`src/rtl/inst_fetch_queue_pkg.sv`:
```
// Shared defaults and types for the fetch-to-decode instruction queue.
package inst_fetch_queue_pkg;

    localparam int IQ_DEPTH_DEF   = 4;
    localparam int IQ_PC_W_DEF    = 32;
    localparam int IQ_INST_W_DEF  = 32;
    localparam int IQ_ECODE_W_DEF = 6;

    // ADEF: instruction fetch address error, the usual fetch-side exception code
    localparam logic [IQ_ECODE_W_DEF-1:0] ECODE_ADEF = 6'h08;

    // Queue operation for one cycle, encoded as {push, pop}
    typedef enum logic [1:0] {
        IQ_OP_IDLE = 2'b00,
        IQ_OP_POP  = 2'b01,
        IQ_OP_PUSH = 2'b10,
        IQ_OP_BOTH = 2'b11
    } iq_op_e;

    function automatic int iq_entry_width(input int pc_w, input int inst_w, input int ecode_w);
        return pc_w + inst_w + 1 + ecode_w;
    endfunction

endpackage

```
`src/rtl/inst_fetch_queue_ram.sv`:
```
// Queue storage: one synchronous write port, one asynchronous read port, no reset.
module inst_fetch_queue_ram #(
    parameter int WIDTH = 71,
    parameter int DEPTH = 4,
    parameter int AW    = $clog2(DEPTH)
) (
    input  logic             clk,
    input  logic             we_i,
    input  logic [AW-1:0]    waddr_i,
    input  logic [WIDTH-1:0] wdata_i,
    input  logic [AW-1:0]    raddr_i,
    output logic [WIDTH-1:0] rdata_o
);

    logic [WIDTH-1:0] mem_q [DEPTH];

    always_ff @(posedge clk) begin
        if (we_i) begin
            mem_q[waddr_i] <= wdata_i;
        end
    end

    // Head entry must be visible the cycle after it is written, so the read is combinational.
    assign rdata_o = mem_q[raddr_i];

endmodule

```
`src/rtl/inst_fetch_queue.sv`:
```
// Instruction queue between fetch and decode: FIFO of {pc, inst, excp, ecode} with flush.
module inst_fetch_queue
    import inst_fetch_queue_pkg::*;
#(
    parameter int DEPTH   = IQ_DEPTH_DEF,
    parameter int PC_W    = IQ_PC_W_DEF,
    parameter int INST_W  = IQ_INST_W_DEF,
    parameter int ECODE_W = IQ_ECODE_W_DEF,
    parameter int PTR_W   = $clog2(DEPTH),
    parameter int CNT_W   = $clog2(DEPTH) + 1
) (
    input  logic               clk,
    input  logic               rst,
    input  logic               flush_i,
    input  logic               fs_valid_i,
    output logic               fs_allowin_o,
    input  logic [PC_W-1:0]    fs_pc_i,
    input  logic [INST_W-1:0]  fs_inst_i,
    input  logic               fs_excp_i,
    input  logic [ECODE_W-1:0] fs_ecode_i,
    input  logic               ds_allowin_i,
    output logic               ds_valid_o,
    output logic [PC_W-1:0]    ds_pc_o,
    output logic [INST_W-1:0]  ds_inst_o,
    output logic               ds_excp_o,
    output logic [ECODE_W-1:0] ds_ecode_o,
    output logic [CNT_W-1:0]   count_o
);

    localparam int ENTRY_W = iq_entry_width(PC_W, INST_W, ECODE_W);
    localparam logic [CNT_W-1:0] CNT_FULL = CNT_W'(DEPTH);

    logic [PTR_W-1:0] rd_ptr_q, rd_ptr_d;
    logic [PTR_W-1:0] wr_ptr_q, wr_ptr_d;
    logic [CNT_W-1:0] count_q, count_d;

    logic             push;
    logic             pop;
    logic             ram_we;
    iq_op_e           op;
    logic [ENTRY_W-1:0] wr_entry;
    logic [ENTRY_W-1:0] rd_entry;

    // Handshakes look only at the registered count, never at the partner's input.
    assign fs_allowin_o = (count_q != CNT_FULL);
    assign ds_valid_o   = (count_q != '0);
    assign count_o      = count_q;

    assign push = fs_valid_i & fs_allowin_o;
    assign pop  = ds_valid_o & ds_allowin_i;
    assign op   = iq_op_e'({push, pop});

    assign ram_we   = push & ~flush_i;
    assign wr_entry = {fs_pc_i, fs_inst_i, fs_excp_i, fs_ecode_i};

    inst_fetch_queue_ram #(
        .WIDTH (ENTRY_W),
        .DEPTH (DEPTH),
        .AW    (PTR_W)
    ) u_ram (
        .clk     (clk),
        .we_i    (ram_we),
        .waddr_i (wr_ptr_q),
        .wdata_i (wr_entry),
        .raddr_i (rd_ptr_q),
        .rdata_o (rd_entry)
    );

    always_comb begin
        rd_ptr_d = rd_ptr_q;
        wr_ptr_d = wr_ptr_q;
        count_d  = count_q;
        if (flush_i) begin
            rd_ptr_d = '0;
            wr_ptr_d = '0;
            count_d  = '0;
        end else begin
            case (op)
                IQ_OP_PUSH: begin
                    wr_ptr_d = wr_ptr_q + 1'b1;
                    count_d  = count_q + 1'b1;
                end
                IQ_OP_POP: begin
                    rd_ptr_d = rd_ptr_q + 1'b1;
                    count_d  = count_q - 1'b1;
                end
                IQ_OP_BOTH: begin
                    wr_ptr_d = wr_ptr_q + 1'b1;
                    rd_ptr_d = rd_ptr_q + 1'b1;
                end
                default: ;
            endcase
        end
    end

    always_ff @(posedge clk) begin
        if (rst) begin
            rd_ptr_q <= '0;
            wr_ptr_q <= '0;
            count_q  <= '0;
        end else begin
            rd_ptr_q <= rd_ptr_d;
            wr_ptr_q <= wr_ptr_d;
            count_q  <= count_d;
        end
    end

    // Stale storage must not leak to decode when the queue is empty.
    always_comb begin
        ds_pc_o    = '0;
        ds_inst_o  = '0;
        ds_excp_o  = 1'b0;
        ds_ecode_o = '0;
        if (ds_valid_o) begin
            {ds_pc_o, ds_inst_o, ds_excp_o, ds_ecode_o} = rd_entry;
        end
    end

endmodule

```
`config.mk`:
```
export PLATFORM = sky130hd
export DESIGN_NAME = inst_fetch_queue
export DESIGN_NICKNAME = d
export VERILOG_FILES = /design/src/rtl/inst_fetch_queue_pkg.sv /design/src/rtl/inst_fetch_queue_ram.sv /design/src/rtl/inst_fetch_queue.sv
export SDC_FILE = /design/constraint.sdc
export NUM_CORES = 1
export LEC_CHECK = 0
export BUFFER_PORTS_ARGS = -buffer_cell sky130_fd_sc_hd__buf_4
export CORE_ASPECT_RATIO = 1.75
export CORE_MARGIN = 1.5
export CORE_UTILIZATION = 25
export DETAILED_ROUTE_END_ITERATION = 10
export PLACE_DENSITY = 0.38
export SYNTH_ARGS = -nofsm -noshare
export SYNTH_HDL_FRONTEND = slang
export SYNTH_HIERARCHICAL = 1
export SYNTH_SLANG_ARGS = --single-unit
```
`constraint.sdc`:
```
create_clock -name clk -period 8.1 [get_ports clk]
set_input_delay 0.81 -clock clk [delete_from_list [all_inputs] [get_ports clk]]
set_output_delay 0.81 -clock clk [all_outputs]
set_load 0.1 [all_outputs]
```
Word-level counts from Yosys, hierarchy flattened
Memory sizes are Yosys's and may differ from the RTL's. A register that Yosys moved wholly into a read port is not among the register bits.
Index checks and enable logic that the tools add are counted.
{"block": "op_classes", "add_sub_neg": 4, "eq_ne": 4, "mux": 9, "n_bitwise": 4, "reduce_logical": 5}
{"operator": "$mux 32", "n": 2}
{"operator": "$mux 6", "n": 1}
{"operator": "$pmux 3 s2", "n": 1}
{"operator": "$reduce_or 2->1", "n": 3}
{"operator": "$add 2x1->2 const B", "n": 2}
{"operator": "$eq 2x2->1 const B", "n": 2}
{"operator": "$mux 2", "n": 2}
{"operator": "$add 3x1->3 const B", "n": 1}
{"operator": "$and 1x1->1", "n": 3}
{"operator": "$mux 1", "n": 3}
{"operator": "$ne 3x3->1 const B", "n": 1}
{"operator": "$reduce_bool 3->1", "n": 1}
{"operator": "$sub 3x1->3 const B", "n": 1}
{"operator": "$eq 2x1->1 const B", "n": 1}
{"operator": "$reduce_bool 2->1", "n": 1}
{"operator": "$not 1->1", "n": 1}
{"block": "totals", "register_bits": 7, "mem_bits_rw": 284, "inputBits": 76, "out_inout_bits": 76, "elab_cells": 30, "memories": 1}
{"memory": "u_ram.mem_q", "depth": 4, "width": 71, "rd": 1, "rd_ports_with_merged_regs": 1, "write_ports": 1, "line_no": "inst_fetch_queue_ram.sv:15", "source": "logic [WIDTH-1:0] mem_q [DEPTH];"}

Longest topological paths before layout
Gate-level depths: netlist of the first run.
{"block": "logic_depth", "word_depth": 6, "depth_mapped": 9, "ltp_nobuf": 9}

Modules after synthesis
Netlist of the first run, hierarchy kept.
{"mod": "inst_fetch_queue_ram", "n_inst": 1, "cells_each": 375, "area_per_inst_um2": 10352.4, "seq_area_each_um2": 8528.2}
{"mod": "inst_fetch_queue", "n_inst": 1, "cells_each": 122, "area_per_inst_um2": 1011.0, "seq_area_each_um2": 140.1}

Least setup slack after synthesis of the first run
No wires, ideal clock.
{"block": "synth_path", "path_type": "flip-flop to flip-flop", "startpoint": "register count_q[0], in the netlist count_o[0]", "endpoint": "memory u_ram.mem_q[0][0], enable pin", "setup_ns": 0.602, "arrival_ns": 7.428, "required_ns": 7.498, "path_slack_ns": 0.070, "path_stages_with_launch": 6, "n_path_buf": 0, "period_less_slack_ns": 8.030, "cell_sequence": "dfxtp_1 -> nor3b_1 -> inv_1 -> nand2_1 -> nor2_1 -> nor3b_1"}
{"block": "synth_via", "elab_chain_cells": 5}
{"item": "from (decl)", "line_no": "inst_fetch_queue.sv:35", "source": "logic [CNT_W-1:0] count_q, count_d;"}
{"item": "from (signal assigned)", "line_no": "inst_fetch_queue.sv:104", "source": "count_q <= count_d;"}
{"item": "$ne 3x3->1", "line_no": "inst_fetch_queue.sv:45", "source": "assign fs_allowin_o = (count_q != CNT_FULL);"}
{"item": "named net fs_allowin_o", "line_no": "inst_fetch_queue.sv:16", "source": "output logic fs_allowin_o,"}
{"item": "$and 1x1->1", "line_no": "inst_fetch_queue.sv:49", "source": "assign push = fs_valid_i & fs_allowin_o;"}
{"item": "$and 1x1->1", "line_no": "inst_fetch_queue.sv:53", "source": "assign ram_we = push & ~flush_i;"}
{"item": "named net ram_we", "line_no": "inst_fetch_queue.sv:39", "source": "logic ram_we;"}
{"item": "$mux 1", "line_no": "inst_fetch_queue_ram.sv:18", "source": "if (we_i) begin"}
{"item": "$mux 1 (not written as such)", "line_no": "inst_fetch_queue_ram.sv:19", "source": "mem_q[waddr_i] <= wdata_i;"}
{"item": "to (decl)", "line_no": "inst_fetch_queue_ram.sv:15"}
The timed path passes the listed nets, and every way through them passes these cells.

==> results.toml, run 1 <==
[min_path]
hold_path.class = "primary input to register"

[die]
start_util_pct = 25.3
die_y_um = 285
pin_count = 152
placementRows = 103
core_um2 = 45000
dieWidth_um = 164
die-area_um2 = 46800

[route]
detailedRoute.firstIterationViolations = 174
dr.pass1.iters = 4
drc = 0
wl_um = 26000
wire_per_inst_um = 20.8
ant_nets = 0
via_per_inst = 4.23
vias = 5291

[critical_path]
path_max_fanout = 46
critPathLaunchType = "register"
end_kind = "output pin"
crit_required_ps = 7290
critical_path_arrival_ps = 3240
rrSetupSlack_ps = 5290
critical_path_class = "register to output pin"

[cts]
postCtsSetupBuffers = 0
cts_made_buffers = 27
clockBufferDepth = 3
clkTransAtPathRegs_ps = 70
clock-sinks = 291
cts-htree-levels = 1
cts_tree = "yes"
cts_hold_buf = 0
clk_latency_ps = 530
cts_resized = 0
cts-root-buf = "clkbuf_16"

[synth]
synth_area_leaders = "edfxtp_1 (75%), mux4_2 (14%), and2_4 (3.8%)"
ys_ff_latch = 291
synth_area_leader_cell = "edfxtp_1"
ys_warn_count = 6
synthesis.nets = 575
ys_seq_area_share_pct = 76.3
synth.distinct_cells = 26
synth_cells = 497
yosysTopAreaCellShare_pct = 75.0
avgSynthCellArea_um2 = 22.9
synth_area_um2 = 11400

[sta]
rsz0062_at_grt = "no"
setup-violations-final = 0
finalCriticalPeriod_ps = 4050
drv_slew = 0
fin_worst_skew_ps = 8.05
tns_ps = 0
worst_pin_slew_ps = 1030
hold_viol = 0
fmax_mhz = 247
min_period_over_period_pct = 50.0
slew_headroom_pct = 31.2
timing.final.ws_setup_ps = 4050

[run_status]
outcome = "completed"

[global_route]
antenna_found_initial = 3
grt_pass1_vias = 6134
grt_usage_pct = 11.3
grt_max_degree = 73
gr-total-overflow = 0
grt_pass1_wl_um = 38700

[final_layout]
final_cell_mix = "edfxtp_1 (284), buf_4 (158), mux4_2 (70)"
fin_util_pct = 30.8
nNetsFinal = 737
fillers = 4319
layout-drive-gt1-share_pct = 47.7
mostFrequentLayoutCell = "edfxtp_1"
area_growth_pct = 21.9

[pwr]
peakVddDrop_uv = 103
power_density_nw_per_um2 = 236
leakage_nw = 4.59

[placed_design]
port_buffers = 151
routabilityCongestion = 0.656
dpl.hpwl_um = 15200
pre_cts_slack_ps = 4420

[run]
drv_cap = 0
cells by family (layout without fill, tap and decap cells):
kind of cell             count (synthesis)  in the layout  synth area share (%)
AO/OA/AOI/OAI                            9              9                 0.451
XOR/XNOR                                 4              4                 0.308
adder cells (fa/ha/maj)                  2              2                 0.286
buffers and inverters                   31            207                  2.70
flip-flops                             291            291                  76.3
multiplexers                            71             71                  14.1
other                                    0              1                     0
AND/OR/NAND/NOR                         89             89                  5.87
final cells by class:
type / count / area, um2 / share of cell area [%]
flip-flops and latches: 291 / 8680 / 62.6
well taps: 577 / 722 / 5.21
multi-input cells: 175 / 2410 / 17.4
repair buffers: 158 / 1190 / 8.57
clock buffers: 31 / 691 / 4.99
diodes: 1 / 2.50 / 0.0181
clock inverters: 12 / 138 / 0.994
inverters: 6 / 22.5 / 0.163
layer usage:
metal | routed length [um] | global-route usage, % | vias up | share of wire [%]
met2 | 14400 | 21.2 | 114 | 55
met3 | 1220 | 2.24 | 32 | 4.7
met5 | 22 | 0 | - | 0.084
met1 | 9830 | 12.6 | 2818 | 38
li1 | - | - | 2323 | -
met4 | 539 | 3.55 | 4 | 2.1
cells in the mapped netlist:
| cell type | n |
|---|---|
| and3_1 | 1 |
| mux4_1 | 1 |
| dfxtp_1 | 7 |
| and2_1 | 22 |
| or3_1 | 4 |
| o21ai_0 | 3 |
| inv_1 | 6 |
| a21oi_1 | 4 |
| edfxtp_1 | 284 |
| ha_1 | 1 |
| buf_1 | 1 |
| o31ai_1 | 1 |
| and2_4 | 49 |
| o311ai_0 | 1 |
| buf_12 | 7 |
| or2_2 | 1 |
| fa_1 | 1 |
| buf_6 | 9 |
| clkbuf_1 | 1 |
| and3b_1 | 2 |
| buf_2 | 7 |
| nand2_1 | 2 |
| nor2_1 | 6 |
| mux4_2 | 70 |
| nor3b_1 | 2 |
| xor2_1 | 4 |
per-stage QoR:
step	std cells	instance area, um2	total power, mW	hold slack, ps
global route	1251	13800	3.39	440
CTS	1250	13800	3.33	427
detailed placement	1207	13000	2.08	542
floorplan	497	11400	1.98	477
global placement	1207	13000	2.08	524
finish	1251	13800	3.27	470
critical path, cell delays in order, from the launching register on:
cell and delay (ps):
dfxtp_4 1010, buf_4 640, mux4_2 570, and2_1 180, buf_4 240
power by group:
group          switching (mW)  total (mW)  internal [mW]  leakage (nW)
sequential            0.00993        1.69           1.68          2.64
clock                   0.524        1.22          0.700         0.404
combinational           0.251       0.354          0.103          1.54
final timing paths:
check / from / end / cells after the start
setup / recovery: rd_ptr_q[0]$_SDFFE_PP0P_ / ds_inst_o[31] / 4
hold / removal: fs_inst_i[15] / u_ram/mem_q[2][22]$_DFFE_PP_ / 1
setup reg to reg: count_o[0]$_SDFFE_PP0P_ / u_ram/mem_q[2][62]$_DFFE_PP_ / 6
hold reg to reg: wr_ptr_q[1]$_SDFFE_PP0P_ / wr_ptr_q[1]$_SDFFE_PP0P_ / 2
flip-flops by register name (all words and copies together), names as in the netlist:
name,cells
count_o,3
rd_ptr_q,2
u_ram/mem_q,284
wr_ptr_q,2
No activity file was read; power rests on OpenSTA's default activity.
==> run 2: changes to the inputs <==
--- a/config.mk
+++ b/config.mk
@@ -10,7 +10,7 @@
 export CORE_MARGIN = 1.5
 export CORE_UTILIZATION = 25
 export DETAILED_ROUTE_END_ITERATION = 10
-export PLACE_DENSITY = 0.38
+export PLACE_DENSITY = 0.39
 export SYNTH_ARGS = -nofsm -noshare
 export SYNTH_HDL_FRONTEND = slang
 export SYNTH_HIERARCHICAL = 1
==> constraint.sdc (replaced) <==
create_clock -name clk -period 3.46 [get_ports clk]
set_input_delay 0.346 -clock clk [delete_from_list [all_inputs] [get_ports clk]]
set_output_delay 0.346 -clock clk [all_outputs]
set_load 0.1 [all_outputs]
==> results.toml, run 2 (same netlist as run 1, synthesis figures left out) <==
[critical_path]
crit_required_ps = 3110
cp_top_family = "flip-flops"
critical_path_arrival_ps = 2410
cp_slowest_stage_delay_ps = 740
crit_top_cell = "buf_4"
critPathLaunchType = "register"
critical_path_class = "register to output pin"
crit_slowest_cell = "dfxtp_4"
crit_buf_inv = 2
end_kind = "output pin"
worstPathCellList = "buf_4 > mux4_2 > and2_4 > buf_4"
path_max_fanout = 34

[placed_design]
port_buffers = 151
dpl.hpwl_um = 15900
routabilityCongestion = 0.670

[sta]
rsz0062_at_grt = "no"
fmax_mhz = 363
fin_worst_skew_ps = 9.14
worst_pin_slew_ps = 722
tns_ps = 0
setup-violations-final = 0
min_period_over_period_pct = 79.6
hold_viol = 0
drv_slew = 0
slew_headroom_pct = 51.9
finalCriticalPeriod_ps = 2750

[die]
start_util_pct = 25.3
die_y_um = 285
pin_count = 152
placementRows = 103
dieWidth_um = 164
die-area_um2 = 46800
core_um2 = 45000

[final_layout]
antenna_cells = 0
area_growth_pct = 30.1
final_cell_mix = "edfxtp_1 (284), buf_4 (156), dlygate4sd3_1 (71)"
nNetsFinal = 815
layout-drive-gt1-share_pct = 44.2
mostFrequentLayoutCell = "edfxtp_1"
largest_register_ff_count = 284
regMostFlops = "u_ram/mem_q"

[global_route]
grt_max_degree = 72
grt_pass1_wl_um = 39400
grt_pass1_vias = 6454
antenna_found_initial = 4
grt_usage_pct = 11.4
gr-total-overflow = 0

[route]
wl_um = 26300
vias = 5619
dr.pass1.iters = 4
ant_nets = 0
detailedRoute.firstIterationViolations = 207
via_per_inst = 4.21
wire_per_inst_um = 19.7
drc = 0

[pwr]
power_mw = 7.81
peakVddDrop_uv = 336
power_density_nw_per_um2 = 529
leakage_nw = 4.97

[run_status]
outcome = "completed"

[cts]
clk_latency_ps = 550
cts-root-buf = "clkbuf_16"
clock-sinks = 291
postCtsSetupBuffers = 0
cts-htree-levels = 1
cts_tree = "yes"
cts_made_buffers = 29
clkTransAtPathRegs_ps = 60
clockBufferDepth = 3
cts_resized = 0

[run]
drv_cap = 0

[min_path]
hold_path.class = "primary input to register"
-- run 2: cell count changes in the layout (fill, tap and decap cells not counted), sizes merged --
cell	change
dlygate4sd3	+71
buf	+5
clkbuf	+5
clkinv	+4
diode	-1
-- run 2: final cells by class --
cell class	instances	area [um2]
clock buffer	36	752
clock inverter	16	133
fill	4304	30200
inverter	6	36.3
multi-input combinational	175	2430
sequential	291	8690
tap	577	722
timing repair buffer	234	2020
-- run 2: power by group --
part / internal (mW) / leakage (nW) / switching (mW)
combinational: 0.302 / 1.89 / 0.615
sequential: 3.93 / 2.64 / 0.0167
clock: 1.68 / 0.432 / 1.27
-- run 2: worst paths after layout --
path / start / to / slack (ps) / cells past startpoint
worst max-delay path: rd_ptr_q[1]$_SDFFE_PP0P_ / ds_inst_o[15] / 710 / 4
worst max register to register: count_o[2]$_SDFFE_PP0P_ / u_ram/mem_q[1][13]$_DFFE_PP_ / 1170 / 6
worst min-delay path: rst / rd_ptr_q[1]$_SDFFE_PP0P_ / 150 / 3
worst min register to register: count_o[2]$_SDFFE_PP0P_ / count_o[2]$_SDFFE_PP0P_ / 540 / 2
-- run 2: routing by layer --
metal | vias to the layer above | GRT usage, % | share of wire [%]
met4 | 6 | 4.36 | 3.2
met3 | 53 | 1.54 | 3.8
li1 | 2498 | - | -
met2 | 125 | 21.6 | 55
met5 | - | 0 | 0.13
met1 | 2937 | 12.7 | 38
-- run 2: repair_timing --
item	4_1_cts	5_1_grt
hold buffers	71	0
setup endpoints to repair	0	0
hold endpoints to repair	284	0
-- run 2: tightest hold or removal path, delay by kind of cell --
family / cells / cell delay (ps)
and+or+nand+nor: 2 / 230
buffers and inverters: 1 / 80
-- run 2: per-stage QoR --
stage | hold slack, ps | instances | instance area, um2 | utilization (%) | worst slack [ps]
2_1_floorplan | 445 | 497 | 11400 | - | 11.4
5_1_grt | 149 | 1335 | 14800 | 32.9 | 546
6_report | 148 | 1335 | 14800 | 32.9 | 707
4_1_cts | 116 | 1335 | 14800 | 32.9 | 609
3_5_place_dp | 533 | 1212 | 13200 | 29.3 | 1130
3_3_place_gp | 526 | 1212 | 13200 | 29.3 | 1160
==> run 3: changes to the inputs <==
--- a/config.mk
+++ b/config.mk
@@ -10,7 +10,7 @@
 export CORE_MARGIN = 1.5
 export CORE_UTILIZATION = 25
 export DETAILED_ROUTE_END_ITERATION = 10
-export PLACE_DENSITY = 0.39
+export PLACE_DENSITY = 0.38
 export SYNTH_ARGS = -nofsm -noshare
 export SYNTH_HDL_FRONTEND = slang
 export SYNTH_HIERARCHICAL = 1
==> constraint.sdc (replaced) <==
create_clock -name clk -period 2.9 [get_ports clk]
set_input_delay 0.29 -clock clk [delete_from_list [all_inputs] [get_ports clk]]
set_output_delay 0.29 -clock clk [all_outputs]
set_load 0.1 [all_outputs]
==> results.toml, run 3 (same netlist as run 1, synthesis figures left out) <==
[global_route]
grt_pass1_vias = 6519
grt_max_degree = 73
use_met2_pct = 21.3
grt_pass1_wl_um = 40000
met3_usage_pct = 1.93
grt-busiest-layer = "met2"
met1_usage_pct = 13.4
grt_usage_pct = 11.6
gr-total-overflow = 0
antenna_found_initial = 3

[route]
vias = 5651
detailedRoute.firstIterationViolations = 177
dr.pass1.iters = 4
wire_per_inst_um = 19.8
drc = 0
via_per_inst = 4.23
wl_um = 26400
ant_nets = 0

[sta]
drv_slew = 0
hold_viol = 0
setup-violations-final = 0
fin_worst_skew_ps = 5.50
timing.final.ws_setup_ps = 191
worst_pin_slew_ps = 1030
slew_headroom_pct = 31.6
rsz0062_at_grt = "no"
finalCriticalPeriod_ps = 2710
fmax_mhz = 369
min_period_over_period_pct = 93.4
holdWs_ps = 83.6

[placed_design]
pre_cts_slack_ps = 637
dpl.hpwl_um = 15200
dpl.cell_count = 1213
routabilityCongestion = 0.664
port_buffers = 151

[run]
drv_cap = 0

[die]
start_util_pct = 25.3
core_um2 = 45000
dieWidth_um = 164
die_y_um = 285
placementRows = 103
die-area_um2 = 46800
pin_count = 152

[critical_path]
critical_path_arrival_ps = 2420
path_max_fanout = 38
end_kind = "output pin"
crit_required_ps = 2610
critical_path_class = "register to output pin"
startpoint = "rd_ptr_q[0]$_SDFFE_PP0P_"
r2r-start = "count_o[1]$_SDFFE_PP0P_"
critPathLaunchType = "register"

[cts]
postCtsSetupBuffers = 0
clock-sinks = 291
cts-htree-levels = 1
cts-root-buf = "clkbuf_16"
cts_tree = "yes"
cts_made_buffers = 27
clkTransAtPathRegs_ps = 70
clockBufferDepth = 3
clk_latency_ps = 550

[final_layout]
largest_register_ff_count = 284
fin_cells = 1335
nNetsFinal = 814
regMostFlops = "u_ram/mem_q"
final_cell_mix = "edfxtp_1 (284), buf_4 (157), dlygate4sd3_1 (71)"
layout-drive-gt1-share_pct = 45.0
mostFrequentLayoutCell = "edfxtp_1"
area_growth_pct = 31.1

[min_path]
hold_path.class = "primary input to register"
min_from = "rst"

[run_status]
outcome = "completed"

[pwr]
power_density_nw_per_um2 = 649
leakage_nw = 5.02
peakVddDrop_uv = 334
==> run 3: changes by cell type in the layout (fill, tap and decap cells not counted), sizes merged <==
cell / delta
clkinvlp: +1
clkinv: -2
diode: +1
buf: +1
bufinv: +5
clkbuf: -6
==> run 3: critical path: stages (launching register included) <==
cell and delay [ps]:
dfxtp_4 540, buf_16 330, mux4_2 550, and2_1 160
buf_4 230
==> run 3: layout make-up <==
cell class,count,area [um2]
Antenna cell,1,2.50
Clock buffer,30,687
Clock inverter,20,279
Fill cell,4299,30100
Inverter,6,36.3
Multi-Input combinational cell,175,2440
Sequential cell,291,8690
Tap cell,577,722
Timing Repair Buffer,235,2040
==> run 3: path summary, 6_finish.rpt <==
kind | to | slack [ps] | depth (start not counted)
worst max-delay path | ds_pc_o[9] | 190 | 4
worst max register to register | count_o[2]$_SDFFE_PP0P_ | 630 | 9
worst min-delay path | count_o[2]$_SDFFE_PP0P_ | 80 | 3
worst min register to register | count_o[2]$_SDFFE_PP0P_ | 540 | 2
==> run 3: metrics by stage <==
step / instance area (um2) / utilization (%) / power (mW) / setup TNS [ps]
2_1_floorplan: 11400 / - / 5.54 / -35160
6_report: 14900 / 33.1 / 9.67 / 0
5_1_grt: 14900 / 33.1 / 10.0 / 0
3_3_place_gp: 13200 / 29.4 / 5.81 / 0
4_1_cts: 14900 / 33.1 / 9.84 / 0
3_5_place_dp: 13200 / 29.4 / 5.82 / 0
==> run 3: where the power goes <==
part	internal (mW)	switching, mW
combinational	0.359	0.728
clock	2.33	1.55
sequential	4.68	0.0221
total	7.37	2.30
==> run 3: repair_timing <==
item | in CTS | in global routing
setup endpoints to repair | 0 | 4
hold buffers | 71 | 0
endpoints found under the hold margin | 284 | 0
resized for setup | 0 | 1
==> run 3: layer usage <==
metal,share of wire (%),vias to the layer above
met5,0.042,-
met4,2.6,2
met3,4.5,38
met2,54,137
met1,39,2977
li1,-,2497
